File: config.mk
export PLATFORM = sky130hd
export DESIGN_NAME = matrix_multiply_seq
export DESIGN_NICKNAME = d
export VERILOG_FILES = /design/src/rtl/matrix_multiply_seq.sv
export SDC_FILE = /design/constraint.sdc
export NUM_CORES = 2
export LEC_CHECK = 0
export ABC_AREA = 1
export CORE_AREA = 2 2 362 328
export DETAILED_ROUTE_END_ITERATION = 7
export DIE_AREA = 0 0 364 330
export PLACE_DENSITY = 0.79
export SLEW_MARGIN = 40
export SYNTH_ARGS = -nofsm -noshare
export SYNTH_HDL_FRONTEND = slang
export SYNTH_SLANG_ARGS = --single-unit
File: constraint.sdc
create_clock -name clk -period 16.08 [get_ports clk]
set_input_delay 2.412 -clock clk [delete_from_list [all_inputs] [get_ports clk]]
set_output_delay 2.412 -clock clk [all_outputs]
set_load 0.02 [all_outputs]
File: src/rtl/matrix_multiply_seq.sv
// Sequential signed matrix multiplier: C = A*B, or C = C + A*B in accumulate mode.
// One reduction index per cycle through registered products; result clipped or wrapped.
module matrix_multiply_seq #(
   parameter int ROWS     = 2,
   parameter int INNER    = 2,
   parameter int COLS     = 2,
   parameter int DATA_W   = 16,
   parameter int OUT_W    = 32,
   parameter int SATURATE = 1
) (
   input  logic                                       clk,
   input  logic                                       rst,
   input  logic                                       start,
   input  logic                                       acc_mode,
   input  logic [DATA_W*(ROWS*INNER+INNER*COLS)-1:0] matrix_in,
   output logic                                       busy,
   output logic                                       done,
   output logic [OUT_W*ROWS*COLS-1:0]                 matrix_out
);
   localparam int NA    = ROWS * INNER;
   localparam int NB    = INNER * COLS;
   localparam int NC    = ROWS * COLS;
   localparam int PW    = 2 * DATA_W;
   localparam int BW    = (OUT_W > PW) ? OUT_W : PW;
   localparam int ACC_W = BW + $clog2(INNER) + 1;
   localparam int KW    = (INNER > 1) ? $clog2(INNER) : 1;

   localparam logic signed [ACC_W-1:0] SMAX =
      {{(ACC_W-OUT_W+1){1'b0}}, {(OUT_W-1){1'b1}}};
   localparam logic signed [ACC_W-1:0] SMIN =
      {{(ACC_W-OUT_W+1){1'b1}}, {(OUT_W-1){1'b0}}};

   typedef enum logic [1:0] {S_IDLE, S_MUL, S_DRAIN, S_DONE} state_t;

   state_t                   state_q;
   logic [KW-1:0]            k_q;
   logic                     busy_q;
   logic                     done_q;
   logic [OUT_W*NC-1:0]      out_q;
   logic signed [DATA_W-1:0] a_q    [NA];
   logic signed [DATA_W-1:0] b_q    [NB];
   logic signed [PW-1:0]     prod_q [NC];
   logic signed [ACC_W-1:0]  acc_q  [NC];

   logic signed [DATA_W-1:0] a_sel_d [ROWS];
   logic signed [DATA_W-1:0] b_sel_d [COLS];
   logic signed [PW-1:0]     prod_d  [NC];
   logic [OUT_W-1:0]         res_d   [NC];
   logic [OUT_W-1:0]         cur_d   [NC];
   logic                     accept_d;

   assign accept_d = start && (state_q == S_IDLE || state_q == S_DONE);

   // Operand muxes pick column/row k so only ROWS*COLS multipliers exist.
   always_comb begin
      for (int r = 0; r < ROWS; r++) begin
         a_sel_d[r] = '0;
         for (int kk = 0; kk < INNER; kk++)
            if (int'(k_q) == kk) a_sel_d[r] = a_q[r*INNER+kk];
      end
      for (int c = 0; c < COLS; c++) begin
         b_sel_d[c] = '0;
         for (int kk = 0; kk < INNER; kk++)
            if (int'(k_q) == kk) b_sel_d[c] = b_q[kk*COLS+c];
      end
      for (int r = 0; r < ROWS; r++)
         for (int c = 0; c < COLS; c++)
            prod_d[r*COLS+c] = PW'(a_sel_d[r]) * PW'(b_sel_d[c]);
   end

   // A start in DONE must accumulate onto the result being written, not the stale one.
   always_comb begin
      for (int i = 0; i < NC; i++) begin
         res_d[i] = acc_q[i][OUT_W-1:0];
         if (SATURATE != 0 && acc_q[i] > SMAX)
            res_d[i] = SMAX[OUT_W-1:0];
         else if (SATURATE != 0 && acc_q[i] < SMIN)
            res_d[i] = SMIN[OUT_W-1:0];
         cur_d[i] = (state_q == S_DONE) ? res_d[i]
                                        : out_q[i*OUT_W +: OUT_W];
      end
   end

   always_ff @(posedge clk) begin
      if (rst) begin
         state_q <= S_IDLE;
         k_q     <= '0;
         busy_q  <= 1'b0;
         done_q  <= 1'b0;
         out_q   <= '0;
         for (int i = 0; i < NA; i++) a_q[i] <= '0;
         for (int i = 0; i < NB; i++) b_q[i] <= '0;
         for (int i = 0; i < NC; i++) begin
            prod_q[i] <= '0;
            acc_q[i]  <= '0;
         end
      end else begin
         done_q <= 1'b0;
         unique case (state_q)
            S_MUL: begin
               for (int i = 0; i < NC; i++) begin
                  prod_q[i] <= prod_d[i];
                  if (k_q != '0)
                     acc_q[i] <= acc_q[i] + ACC_W'(prod_q[i]);
               end
               if (int'(k_q) == INNER - 1) state_q <= S_DRAIN;
               else k_q <= k_q + KW'(1);
            end
            S_DRAIN: begin
               for (int i = 0; i < NC; i++)
                  acc_q[i] <= acc_q[i] + ACC_W'(prod_q[i]);
               busy_q  <= 1'b0;
               state_q <= S_DONE;
            end
            S_DONE: begin
               for (int i = 0; i < NC; i++)
                  out_q[i*OUT_W +: OUT_W] <= res_d[i];
               done_q  <= 1'b1;
               state_q <= S_IDLE;
            end
            default: ;
         endcase
         if (accept_d) begin
            for (int i = 0; i < NA; i++)
               a_q[i] <= matrix_in[i*DATA_W +: DATA_W];
            for (int j = 0; j < NB; j++)
               b_q[j] <= matrix_in[(NA+j)*DATA_W +: DATA_W];
            for (int i = 0; i < NC; i++)
               acc_q[i] <= acc_mode ? ACC_W'(signed'(cur_d[i])) : '0;
            k_q     <= '0;
            busy_q  <= 1'b1;
            state_q <= S_MUL;
         end
      end
   end

   assign busy       = busy_q;
   assign done       = done_q;
   assign matrix_out = out_q;

endmodule

==> flow_metrics.env <==
export IMPL_synth_fp_nets=10300
export IMPL_regToRegSetupSlack_ps=7160
export IMPL_dp_hpwl_mm=176
export IMPL_timing_final_ws_setup_ps=7160
export IMPL_ant_nets=0
export IMPL_ys_seq_area_share_pct=20.8
export IMPL_fin_crit_ps=8920
export IMPL_hold_violations=0
export IMPL_finClkSkew_ps=49.8
export IMPL_avgSynthCellArea_um2=8.04
export IMPL_tns_ps=0
export IMPL_synthCells=8645
export IMPL_dp_cells=10300
export IMPL_synth_edf_count=392
export IMPL_worstSetupEndpoint="prod_q[0][28]$_SDFFCE_PN0P_"
export IMPL_antenna_found_initial=9
export IMPL_dr_pass1_iters=7
export IMPL_seq_area_um2=14400
export IMPL_setup_viol=0
export IMPL_slew_viol_final=0
export IMPL_die_area_um2=120000
export IMPL_synth_area_um2=69500
export IMPL_ys_warn_count=0
export IMPL_pre_cts_slack_ps=7670
export IMPL_rsz0062_at_grt="false"
export IMPL_clk_pin_slew_worst_paths_ps=60
export IMPL_r2r_cells=22
export IMPL_cp_required_ps=16510
export IMPL_hold_slack_ps=504
export IMPL_ctsHoldBuffers=0
export IMPL_initial_core_util_pct=59.8
export IMPL_drive_gt1_share_pct=4.43
export IMPL_grt_max_degree=102
export IMPL_area_growth_pct=9.29
export IMPL_synthFlopType="edfxtp_1"
export IMPL_max_freq_mhz=112
export IMPL_worstHoldPathType="register to register"
export IMPL_gr_total_overflow=0
export IMPL_crit_arrival_ps=9340
export IMPL_core_um2=116000
export IMPL_clockBufferDepth=3
export IMPL_avgRoutedWirePerCell_um=21.8
export IMPL_layout_common_cells="inv_1, nor2_1, nand2_1"
export IMPL_fin_cells=10400
export IMPL_final_common_cell="inv_1"
export IMPL_grtUsageTotal_pct=38.1
export IMPL_fillerInstances=9847
export IMPL_cap_viol_max_count=0
export IMPL_yosys_area_top_type="fa_1"
export IMPL_ys_types=46
export IMPL_cts_tree="yes"
export IMPL_cts_made_buffers=58
export IMPL_tightestPinTransition_ps=959
export IMPL_cts_max_level=2
export IMPL_nets=10400
export IMPL_finalCritPeriodShare_pct=55.5
export IMPL_die_w_um=364
export IMPL_io_pins=262
export IMPL_cp_max_fo=63
export IMPL_status="completed"
export IMPL_via_count=59700
export IMPL_grt_pass1_vias=59300
export IMPL_ys_top_cells_by_area="fa_1, edfxtp_1, inv_1"
export IMPL_wirelength_mm=227
export IMPL_path_class="register to register"
export IMPL_rows=119
export IMPL_worstSkewPairLatency_ps=700
export IMPL_ys_seq_elements=525
export IMPL_cp_end_kind="register"
export IMPL_synth_top_area_share_pct=30.3
export IMPL_viasPerCell=5.73
export IMPL_gp_congestion=0.985
export IMPL_drcViolationCount=0
export IMPL_crit_path_start="k_q$_SDFFE_PP0P_"
export IMPL_io_buffers=261
export IMPL_post_cts_buffers=0
export IMPL_slew_headroom_pct=36.0
export IMPL_drtIter0Drc=6683
export IMPL_clock_sinks=525
export IMPL_ys_async_sr_fraction_pct=0
export IMPL_multi_input_area_um2=47400
export IMPL_worstReg2RegStart="k_q$_SDFFE_PP0P_"
export IMPL_cts_root_buffer="clkbuf_16"
export IMPL_r2r_end="prod_q[0][28]$_SDFFCE_PN0P_"
export IMPL_grt_pass1_wl_mm=346
export IMPL_die_y_um=330
export IMPL_worstSetupStartpointType="register"
export IMPL_cts_resized=0
-- through the flow --
step	instance area [um2]	utilization, %
2_1_floorplan	69500	-
3_3_place_gp	73700	63.4
3_5_place_dp	73900	63.6
4_1_cts	76000	65.3
5_1_grt	76000	65.3
6_report	76000	65.3
-- cell type report --
cell class / count / share of cell area (%)
tap: 1573 / 2.59
clock inverter: 37 / 0.650
multi-input combinational: 6052 / 62.4
antenna: 3 / 0.00988
clock buffer: 73 / 2.05
inverter: 1800 / 8.90
sequential: 525 / 19.0
timing repair buffer: 346 / 4.42
-- logic make-up after synthesis --
group                      count (synthesis)  share of synthesized area, %
AOI/OAI and AO/OA                       1047                          8.43
xor gates and xnor gates                  77                         0.970
adders and majority gates               1516                          38.6
buffers and inverters                   2068                          11.4
DFF                                      525                          20.8
muxes                                      2                        0.0288
and+or+nand+nor                         3410                          19.8
-- sequential cells by signal, summed over array words and instances (netlist names) --
signal / cells
acc_q: 136
matrix_out: 128
prod_q: 128
a_q: 64
b_q: 64
state_q: 2
busy: 1
done: 1
k_q: 1
-- worst max-delay path: stages, from the launching register on --
cell      delay, ps
dfxtp_4         780
clkinv_2        740
or2_2           560
o21ai_4         250
clkinv_1        840
nand2_1         320
fa_1            470
fa_1            520
fa_1            530
inv_1            60
fa_1            510
fa_1            500
inv_1            50
fa_1            470
inv_1            40
ha_1            320
a21oi_1         220
o21ai_0         170
a21oi_1         400
o21ai_0         230
nor2_1          130
o21ai_0          70
nor2_1          420
-- cell usage after synthesis, drive strengths merged (2+ instances only) --
cell,number
o21ai,357
nor2,1484
xor2,14
buf,125
inv,1794
o311ai,2
a21boi,16
nand2,1416
or2,109
o22ai,52
nand3,264
clkinv,6
o211ai,11
a31oi,8
and2,3
edfxtp,392
fa,1052
a21oi,496
clkbuf,143
nor3,47
nor4,8
a21o,22
o31ai,2
nand3b,25
dfxtp,133
nand4,48
ha,464
o21a,29
a22oi,2
and3,5
mux2i,2
xnor2,63
o21bai,49
-- per-layer routing --
layer  global-route usage [%]  up-vias  routed length [um]
met5                        0        -                 112
met4                     13.8        6                9980
met3                     9.81      588               28600
met2                     53.4     3473               91200
met1                     57.0    28800               97200
li1                         -    26800                   -
-- worst min path at each step --
stage,from,slack (ps),depth (start not counted),endpoint
floorplan,state_q[1]$_SDFFE_PP0P_,520,2,state_q[1]$_SDFFE_PP0P_
global placement,matrix_out[81]$_SDFFE_PP0P_,480,2,matrix_out[81]$_SDFFE_PP0P_
detailed placement,matrix_out[81]$_SDFFE_PP0P_,490,2,matrix_out[81]$_SDFFE_PP0P_
CTS,matrix_out[26]$_SDFFE_PP0P_,510,2,matrix_out[26]$_SDFFE_PP0P_
global route,matrix_out[87]$_SDFFE_PP0P_,540,2,matrix_out[87]$_SDFFE_PP0P_
finish,matrix_out[11]$_SDFFE_PP0P_,500,2,matrix_out[11]$_SDFFE_PP0P_
Power is left out: the tool's default activity adds up to more than one toggle a clock period on the data nets, which glitch-free logic cannot reach.
